**config.mk**
```make
export PLATFORM = sky130hd
export DESIGN_NAME = pad_window_sched_flat
export DESIGN_NICKNAME = d
export VERILOG_FILES = /design/src/rtl/pad_window_sched_pkg.sv /design/src/rtl/pad_window_sched_if.sv /design/src/rtl/pad_window_sched_wrap_counter.sv /design/src/rtl/pad_window_sched.sv /design/src/flat_wrapper.sv
export SDC_FILE = /design/constraint.sdc
export NUM_CORES = 1
export LEC_CHECK = 0
export BUFFER_PORTS_ARGS = -buffer_cell sky130_fd_sc_hd__buf_2
export CAP_MARGIN = 10
export CORE_MARGIN = 3
export CORE_UTILIZATION = 55
export DETAILED_ROUTE_END_ITERATION = 8
export PLACE_DENSITY = 0.93
export SYNTH_ARGS = -nofsm -noshare
export SYNTH_HDL_FRONTEND = slang
export SYNTH_SLANG_ARGS = --single-unit
```
**constraint.sdc**
```tcl
create_clock -name clk -period 4.3 [get_ports clk]
set_input_delay 0.43 -clock clk [delete_from_list [all_inputs] [get_ports clk]]
set_output_delay 0.43 -clock clk [all_outputs]
set_load 0.05 [all_outputs]
```
**src/rtl/pad_window_sched_pkg.sv**
```systemverilog
// rtl/pad_window_sched_pkg.sv - shared types and sizing helpers for the padding sequencer
// Purpose: scheduler state enum, padded-edge formula and counter-width helper.
//          pad_out_size() is also used by InputPad and the benches so every
//          consumer agrees on the padded map size.
package pad_win_pkg;

  typedef enum logic [1:0] {
    IDLE = 2'd0,
    RUN  = 2'd1,
    DONE = 2'd2
  } state_t;

  // Round size up to the next multiple of filter.
  function automatic int pad_out_size(input int size, input int filter);
    return size + ((filter - (size % filter)) % filter);
  endfunction

  // Bits needed to hold values 0..n-1, never less than one.
  function automatic int cnt_w(input int n);
    return (n > 1) ? $clog2(n) : 1;
  endfunction

endpackage

```
**src/rtl/pad_window_sched_if.sv**
```systemverilog
// rtl/pad_window_sched_if.sv - element stream carrying padded coordinates
// Purpose: valid/ready beat stream from the scheduler to the conv/pool unit.
// Signals: elem_valid, elem_ready, elem_row, elem_col (COORD_W each),
//          elem_pad, elem_win_last, elem_last.
// Modports: master (scheduler side), slave (consumer side).
interface pad_window_sched_if #(
  parameter int COORD_W = 4
);
  logic               elem_valid;
  logic               elem_ready;
  logic [COORD_W-1:0] elem_row;
  logic [COORD_W-1:0] elem_col;
  logic               elem_pad;
  logic               elem_win_last;
  logic               elem_last;

  modport master (
    output elem_valid, elem_row, elem_col, elem_pad, elem_win_last, elem_last,
    input  elem_ready
  );

  modport slave (
    input  elem_valid, elem_row, elem_col, elem_pad, elem_win_last, elem_last,
    output elem_ready
  );
endinterface

```
**src/rtl/pad_window_sched_wrap_counter.sv**
```systemverilog
// rtl/pad_window_sched_wrap_counter.sv - modulo-MAX counter with wrap strobe for chaining
// Purpose: counts 0..MAX-1 on inc, wraps to 0; wrap is high on the inc that wraps,
//          so it can drive the inc of the next counter in a chain.
// Ports: clk, reset (async, active-low), clr (sync clear, wins over inc), inc,
//        val (current count), wrap.
module wrap_counter
  import pad_win_pkg::*;
#(
  parameter  int MAX = 3,
  localparam int W   = cnt_w(MAX)
) (
  input  logic         clk,
  input  logic         reset,
  input  logic         clr,
  input  logic         inc,
  output logic [W-1:0] val,
  output logic         wrap
);

  logic [W-1:0] val_q, val_d;

  assign wrap = inc && (val_q == W'(MAX - 1));
  assign val  = val_q;

  always_comb begin
    val_d = val_q;
    if (clr) begin
      val_d = '0;
    end else if (inc) begin
      val_d = wrap ? '0 : val_q + W'(1);
    end
  end

  always_ff @(posedge clk or negedge reset) begin
    if (!reset) begin
      val_q <= '0;
    end else begin
      val_q <= val_d;
    end
  end

endmodule

```
**src/rtl/pad_window_sched.sv**
```systemverilog
// rtl/pad_window_sched.sv - window-ordered padded-element scheduler for the CNN pad stage
// Purpose: walks the zero-padded SIZE x SIZE map in non-overlapping
//          FILTER_SIZE x FILTER_SIZE windows (row-major windows, row-major
//          elements) and emits one coordinate beat per accepted handshake.
// Ports: clk, reset (async, active-low), en (start, sampled in IDLE),
//        busy, done (one-cycle pulse), elem (pad_window_sched_if.master),
//        win_count (only when WIN_SCHED_CNT_EN is defined).
// Option: WIN_SCHED_CNT_EN adds win_count, the number of completed windows.
module pad_window_sched
  import pad_win_pkg::*;
#(
  parameter  int SIZE        = 7,
  parameter  int FILTER_SIZE = 3,
  localparam int OUT_SIZE    = pad_out_size(SIZE, FILTER_SIZE),
  localparam int NWIN        = OUT_SIZE / FILTER_SIZE,
  localparam int COORD_W     = cnt_w(OUT_SIZE),
  localparam int CNT_W       = $clog2(NWIN * NWIN + 1)
) (
  input  logic               clk,
  input  logic               reset,
  input  logic               en,
  output logic               busy,
  output logic               done,
`ifdef WIN_SCHED_CNT_EN
  output logic [CNT_W-1:0]   win_count,
`endif
  pad_window_sched_if.master elem
);

  localparam int KW = cnt_w(FILTER_SIZE);
  localparam int WW = cnt_w(NWIN);

  state_t state_q;
  logic   busy_q, done_q, valid_q;

  logic          start, accept;
  logic [KW-1:0] kc_val, kr_val;
  logic [WW-1:0] wc_val, wr_val;
  logic          kc_wrap, kr_wrap, wc_wrap, wr_wrap;
  logic [COORD_W-1:0] row, col;
  logic          win_last;

  assign start  = (state_q == IDLE) && en;
  assign accept = valid_q && elem.elem_ready;

  // kc -> kr -> win_c -> win_r; wrap of win_r is acceptance of the final beat.
  wrap_counter #(.MAX(FILTER_SIZE)) u_kc (.clk(clk), .reset(reset), .clr(start), .inc(accept),  .val(kc_val), .wrap(kc_wrap));
  wrap_counter #(.MAX(FILTER_SIZE)) u_kr (.clk(clk), .reset(reset), .clr(start), .inc(kc_wrap), .val(kr_val), .wrap(kr_wrap));
  wrap_counter #(.MAX(NWIN))        u_wc (.clk(clk), .reset(reset), .clr(start), .inc(kr_wrap), .val(wc_val), .wrap(wc_wrap));
  wrap_counter #(.MAX(NWIN))        u_wr (.clk(clk), .reset(reset), .clr(start), .inc(wc_wrap), .val(wr_val), .wrap(wr_wrap));

  assign row      = COORD_W'(int'(wr_val) * FILTER_SIZE + int'(kr_val));
  assign col      = COORD_W'(int'(wc_val) * FILTER_SIZE + int'(kc_val));
  assign win_last = (kr_val == KW'(FILTER_SIZE - 1)) && (kc_val == KW'(FILTER_SIZE - 1));

  // Counters sit at zero outside RUN (cleared by reset or by their final wrap),
  // so the decoded coordinate outputs already read 0 there; flags are gated anyway.
  assign elem.elem_valid    = valid_q;
  assign elem.elem_row      = row;
  assign elem.elem_col      = col;
  assign elem.elem_pad      = valid_q && ((int'(row) >= SIZE) || (int'(col) >= SIZE));
  assign elem.elem_win_last = valid_q && win_last;
  assign elem.elem_last     = valid_q && win_last &&
                              (wc_val == WW'(NWIN - 1)) && (wr_val == WW'(NWIN - 1));

  assign busy = busy_q;
  assign done = done_q;

  always_ff @(posedge clk or negedge reset) begin
    if (!reset) begin
      state_q <= IDLE;
      busy_q  <= 1'b0;
      done_q  <= 1'b0;
      valid_q <= 1'b0;
    end else begin
      done_q <= 1'b0;
      unique case (state_q)
        IDLE: if (en) begin
          state_q <= RUN;
          busy_q  <= 1'b1;
          valid_q <= 1'b1;
        end
        RUN: if (wr_wrap) begin
          state_q <= DONE;
          busy_q  <= 1'b0;
          valid_q <= 1'b0;
          done_q  <= 1'b1;
        end
        DONE:    state_q <= IDLE;
        default: state_q <= IDLE;
      endcase
    end
  end

`ifdef WIN_SCHED_CNT_EN
  logic [CNT_W-1:0] win_cnt_q, win_cnt_d;

  always_comb begin
    win_cnt_d = win_cnt_q;
    if (start) begin
      win_cnt_d = '0;
    end else if (accept && win_last) begin
      win_cnt_d = win_cnt_q + CNT_W'(1);
    end
  end

  always_ff @(posedge clk or negedge reset) begin
    if (!reset) begin
      win_cnt_q <= '0;
    end else begin
      win_cnt_q <= win_cnt_d;
    end
  end

  assign win_count = win_cnt_q;
`endif

endmodule

```
**src/flat_wrapper.sv**
```systemverilog
// flat-port wrapper written by rule: the top's interface ports become plain ports
module pad_window_sched_flat import pad_win_pkg::*;
#(
  parameter  int SIZE        = 7,
  parameter  int FILTER_SIZE = 3,
  localparam int OUT_SIZE    = pad_out_size(SIZE, FILTER_SIZE),
  localparam int NWIN        = OUT_SIZE / FILTER_SIZE,
  localparam int COORD_W     = cnt_w(OUT_SIZE),
  localparam int CNT_W       = $clog2(NWIN * NWIN + 1)
)
  (clk, reset, en, busy, done, elem_elem_valid, elem_elem_row, elem_elem_col, elem_elem_pad, elem_elem_win_last, elem_elem_last, elem_elem_ready);
  pad_window_sched_if #(.COORD_W((4))) elem_i ();
  input  logic clk;
  input  logic reset;
  input  logic en;
  output logic busy;
  output logic done;
  output wire logic [$bits(elem_i.elem_valid)-1:0] elem_elem_valid;
  output wire logic [$bits(elem_i.elem_row)-1:0] elem_elem_row;
  output wire logic [$bits(elem_i.elem_col)-1:0] elem_elem_col;
  output wire logic [$bits(elem_i.elem_pad)-1:0] elem_elem_pad;
  output wire logic [$bits(elem_i.elem_win_last)-1:0] elem_elem_win_last;
  output wire logic [$bits(elem_i.elem_last)-1:0] elem_elem_last;
  input wire logic [$bits(elem_i.elem_ready)-1:0] elem_elem_ready;
  assign elem_elem_valid = elem_i.elem_valid;
  assign elem_elem_row = elem_i.elem_row;
  assign elem_elem_col = elem_i.elem_col;
  assign elem_elem_pad = elem_i.elem_pad;
  assign elem_elem_win_last = elem_i.elem_win_last;
  assign elem_elem_last = elem_i.elem_last;
  assign elem_i.elem_ready = elem_elem_ready;
  pad_window_sched #(.SIZE(SIZE), .FILTER_SIZE(FILTER_SIZE)) u_core (.clk(clk), .reset(reset), .en(en), .busy(busy), .done(done), .elem(elem_i));
endmodule
```
Word-level counts from Yosys, hierarchy flattened

Cells that the tools add are included.

$add $sub $neg: 6
Multiply operators: 2
Order comparisons: 2
Equality and inequality tests: 7
Multiplexer cells: 20
Reductions and logical operators: 20

Operator list:

| kind                                                              | number |
|---|---|
| two-way mux 2 bit                                                 | 14 |
| logical AND 1 bit                                                 | 11 |
| nonzero test 2 bit                                                | 5 |
| adder 2 x 1 -> 2 bit, second input constant                       | 4 |
| adder 4 x 3 -> 4 bit                                              | 2 |
| equality test 2 bit, second input constant                        | 4 |
| greater-or-equal comparator 4 x 3 -> 1 bit, second input constant | 2 |
| multiplier 2 x 2 -> 4 bit, second input constant                  | 2 |
| two-way mux 1 bit                                                 | 4 |
| inequality test 2 bit, second input constant                      | 2 |
| one-hot mux 2 bit (2 select lines)                                | 1 |
| AND reduction 3 bit                                               | 1 |
| equality test 2 x 1 -> 1 bit, second input constant               | 1 |
| logical NOT 2 bit                                                 | 1 |
| one-hot mux 1 bit (2 select lines)                                | 1 |
| AND reduction 2 bit                                               | 1 |
| logical OR 1 bit                                                  | 1 |

Register bits after elaboration: 12
Output and inout port bits: 14
Word-level logic and storage cells: 64

Longest topological paths before layout

Word-level depth: 8
Gate-level depth with buffers: 7
Depth with buffers taken out: 7

Cells and area by module

From an unflattened synthesis, not the netlist that was laid out.

Cells, all modules: 76
Area total of the unflattened synthesis: 798.3 sq um

Modules (own cells, without submodules):

| module           | times used | cells each | area an instance (sq um) |
|---|---|---|---|
| pad_window_sched | 1          | 40         | 407.9 |
| wrap_counter     | 4          | 9          | 97.6 |

Worst setup path before layout

OpenSTA, ideal clock, no wires.

Kind: register -> output
From: reg u_core.u_wc.val_q[0], in the netlist u_core.u_wc.val[0]
To: out elem_elem_pad
Arrival time: 3.200 ns
Required time: 3.870 ns
Path slack: 0.670 ns
Cell stages (with the launch flop): 6
Cells stage by stage: dfrtp_1 > fa_1 > ha_1 > fa_1 > nand3_1 > a21boi_0

Longest elaborated chain between the ends: 5

Ends and longest elaborated chain:

| what                                       | line                                | text |
|---|---|---|
| start: declaration                         | pad_window_sched_wrap_counter.sv:20 | `logic [W-1:0] val_q, val_d;` |
| start signal: assignment                   | pad_window_sched_wrap_counter.sv:38 | `val_q <= val_d;` |
| multiplier 2 x 2 -> 4 bit                  | pad_window_sched.sv:53              | `assign col = COORD_W'(int'(wc_val) * FILTER_SIZE + int'(kc_val));` |
| adder 4 x 3 -> 4 bit                       | pad_window_sched.sv:53              |  |
| named net elem_elem_col[2]                 | flat_wrapper.sv:20                  | `output wire logic [$bits(elem_i.elem_col)-1:0] elem_elem_col;` |
| greater-or-equal comparator 4 x 3 -> 1 bit | pad_window_sched.sv:61              | `assign elem.elem_pad = valid_q && ((int'(row) >= SIZE) \|\| (int'(col) >= SIZE));` |
| logical OR 1 bit                           | pad_window_sched.sv:61              |  |
| logical AND 1 bit                          | pad_window_sched.sv:61              |  |
| end: declaration                           | flat_wrapper.sv:21                  | `output wire logic [$bits(elem_i.elem_pad)-1:0] elem_elem_pad;` |

The timed path passes the listed nets, and every way through them passes these cells.

Worst setup path after layout

From: reg u_core.u_wr.val_q[0], in the netlist u_core.u_wr.val[0]
To: out elem_elem_pad

Longest elaborated chain between the ends: 5

Ends and longest elaborated chain:

| what                                       | line                                | text |
|---|---|---|
| start: declaration                         | pad_window_sched_wrap_counter.sv:20 |  |
| start signal: assignment                   | pad_window_sched_wrap_counter.sv:38 |  |
| multiplier 2 x 2 -> 4 bit                  | pad_window_sched.sv:52              | `assign row = COORD_W'(int'(wr_val) * FILTER_SIZE + int'(kr_val));` |
| adder 4 x 3 -> 4 bit                       | pad_window_sched.sv:52              |  |
| greater-or-equal comparator 4 x 3 -> 1 bit | pad_window_sched.sv:61              |  |
| logical OR 1 bit                           | pad_window_sched.sv:61              |  |
| logical AND 1 bit                          | pad_window_sched.sv:61              |  |

Every way passes these cells.

==> metrics.cfg <==
[outcome]
status = finished clean

[die]
dieArea_um2 = 1868
ios = 18
initial_utilization = 0.6344
die_x_um = 43.22
row_count = 12
core_area_um2 = 1201
die_y_um = 43.22

[placed_design]
place_hpwl_um = 1251
port_buffers = 17
placed_area_um2 = 852.1
gp_congestion = 0.8338

[critical_path]
arrival_ns = 2.53
cp-start-kind = register
cp_max_fo = 5
criticalPathCategory = register to output port
cp.required_ns = 3.87
endpoint_kind = output port

[yosys]
syn_avg_cell_area_um2 = 10.16
ys.flop_type = dfrtp_1
synth_area_leaders = dfrtp_1 (39%), fa_1 (11%), ha_1 (9.9%)
synth.distinct_cells = 25
ys_ff_latch = 12
yosysWarnings = 0
yosysTopAreaCell = dfrtp_1
async_reset_ff_frac = 1.000
synth_nets = 89
yosys-top-cells-count = dfrtp_1 (12), inv_1 (8), a21oi_1 (7), ha_1 (6), o21ai_0 (5)
synth_top_area_share = 0.3941
post-synth-top-count-cell = dfrtp_1
synthCells = 75
netlist_area_um2 = 762.0
synth-edff-count = 0
seq_area_frac_synth = 0.3941

[finish]
ff_latch_area_um2 = 300.3
multi_input_area_um2 = 419.2
nets = 109
final_area_um2 = 888.4
antenna_cells = 0
n_fill_cell = 86
area_growth_pct = 16.58
drive_above_1_share = 0.2340
fin_util = 0.7396

[power_and_ir_drop]
switching_power_uw = 293.5
clock_power_share = 0.163
powerDensity_nw_per_um2 = 633.7
max-vdd-ir-drop_uv = 414.1
netSwitchingFraction = 0.5213
combPwrFrac = 0.523
pwr-share-seq = 0.315
intPower_uw = 269.5
p_leak_nw = 0.4398

[clock_tree]
cts_tree = built
cts-root-buf = clkbuf_4
cts_setup_buffers = 0
clockBufferDepth = 2
ctsHoldBuffers = 0
cts_buffers = 3
htree_levels = 1
cts.sinks = 12
cts.repair.resized = 0
clk_pin_slew_ns = 0.08
clk_latency_ns = 0.28

[timing]
slew_violations = 0
period_needed_ns = 2.964
hold_violations = 0
finalClockSkew_ns = 0.002165
tightest_slew_ns = 0.9629
fmax_ghz = 0.3373
fin_tns_setup_ns = 0
fin_crit_sh = 0.6894
rsz0062_at_grt = false
relSlewSlack = 0.3567
setup_viol = 0

[run]
max_cap_violations = 0

[drt]
routed_wl_um = 1571
postRouteAntennaNets = 0
firstDrtPassIters = 4
vias_per_cell = 6.056
drc = 0
post_drt_wl_per_cell_um = 14.55
vias = 654
drtIter0Drc = 18

[grt]
grt_pass1_vias = 667
grt_overflow = 0
grt_pass1_wl_um = 2725
antenna_found_initial = 0
grt_max_degree = 13
grt_usage = 0.1983

[hold_path]
hold_path_class = input port to asynchronous set/reset pin

==> worst max-delay path, cell delays in order (launching register included) <==
cell and delay [ns]:
dfrtp_1 0.43, fa_1 0.56, ha_1 0.14, inv_1 0.04, fa_1 0.47, inv_1 0.05, a311oi_1 0.23, a21boi_0 0.11
buf_2 0.22
==> worst paths after layout <==
kind	endpoint	cells past startpoint	slack, ns	startpoint
setup / recovery	elem_elem_pad	8	1.34	u_core.u_wr.val[0]
hold / removal	u_core.u_kc.val[1]	1	0.005	reset
setup reg to reg	u_core.u_wr.val[1]	3	2.60	u_core.u_kc.val[0]
hold reg to reg	u_core.state_q[0]	1	0.50	u_core.state_q[1]
max in group asynchronous	u_core.u_wr.val[0]	1	4.09	reset
min in group clk	u_core.state_q[0]	3	0.45	en
==> kinds of logic after synthesis <==
| kind of cell | synth area share |
|---|---|
| compound gates | 0.1215 |
| xor+xnor | 0.01150 |
| fa+ha+maj | 0.2036 |
| buf+inv | 0.05583 |
| flops | 0.3941 |
| mux | 0.01314 |
| simple gates | 0.2003 |
==> state kept, by name, indices dropped and copies added (netlist names) <==
signal                  flops
u_core.state_q              2
u_core.u_kc.val             2
u_core.u_kr.val             2
u_core.u_wc.val             2
u_core.u_wr.val             2
u_core.done                 1
u_core.elem.elem_valid      1
==> cells in the final DEF (no fill, tap or decap) <==
master	n
a211oi_1	1
a21boi_0	1
nand2_1	3
dfrtp_1	12
clkbuf_8	1
and3_1	2
a21oi_1	7
nor2_1	4
buf_2	17
ha_1	6
inv_1	8
xor2_1	1
nand3b_1	2
nor3_1	3
and4b_2	1
nand4b_1	2
or4_1	4
clkbuf_4	3
o21ai_0	5
nand2b_1	2
nor3b_1	1
nand3_1	1
fa_1	4
a311oi_1	1
o41ai_1	1
mux2i_1	1
==> stage by stage <==
step / instances / total power [mW] / worst slack [ns] / hold slack, ns
detailed placement: 104 / 0.4757 / 1.626 / 0.3175
CTS: 108 / 0.5702 / 1.310 / 0.01063
global placement: 104 / 0.4588 / 1.671 / 0.3181
floorplan: 75 / 0.4219 / 0.6700 / 0.1344
global route: 108 / 0.6025 / 1.084 / 0.01613
finish: 108 / 0.5629 / 1.336 / 0.004755
==> area by class of cell <==
type                            count  share of cell area
Clock buffer                        4             0.04085
Timing Repair Buffer               17             0.09577
Tap cell                           14             0.01972
Sequential cell                    12              0.3380
Multi-Input combinational cell     53              0.4718
Inverter                            8             0.03380
==> power groups by stage <==
stage / Sequential (mW) / Clock, mW / Combinational, mW
after CTS: 0.177 / 0.0946 / 0.299
after global routing: 0.184 / 0.0970 / 0.322
after detailed placement: 0.178 / 0 / 0.298
after global placement: 0.176 / 0 / 0.283
after floorplan: 0.170 / 0 / 0.251
final: 0.177 / 0.0915 / 0.294
==> layer usage <==
metal	vias to the layer above	track usage	share of wire
met5	-	0	0
met4	0	0.1024	0.018
met3	6	0.04237	0.052
met2	24	0.3422	0.50
met1	315	0.2246	0.42
li1	309	-	-
No activity file was read; power rests on OpenSTA's default activity.
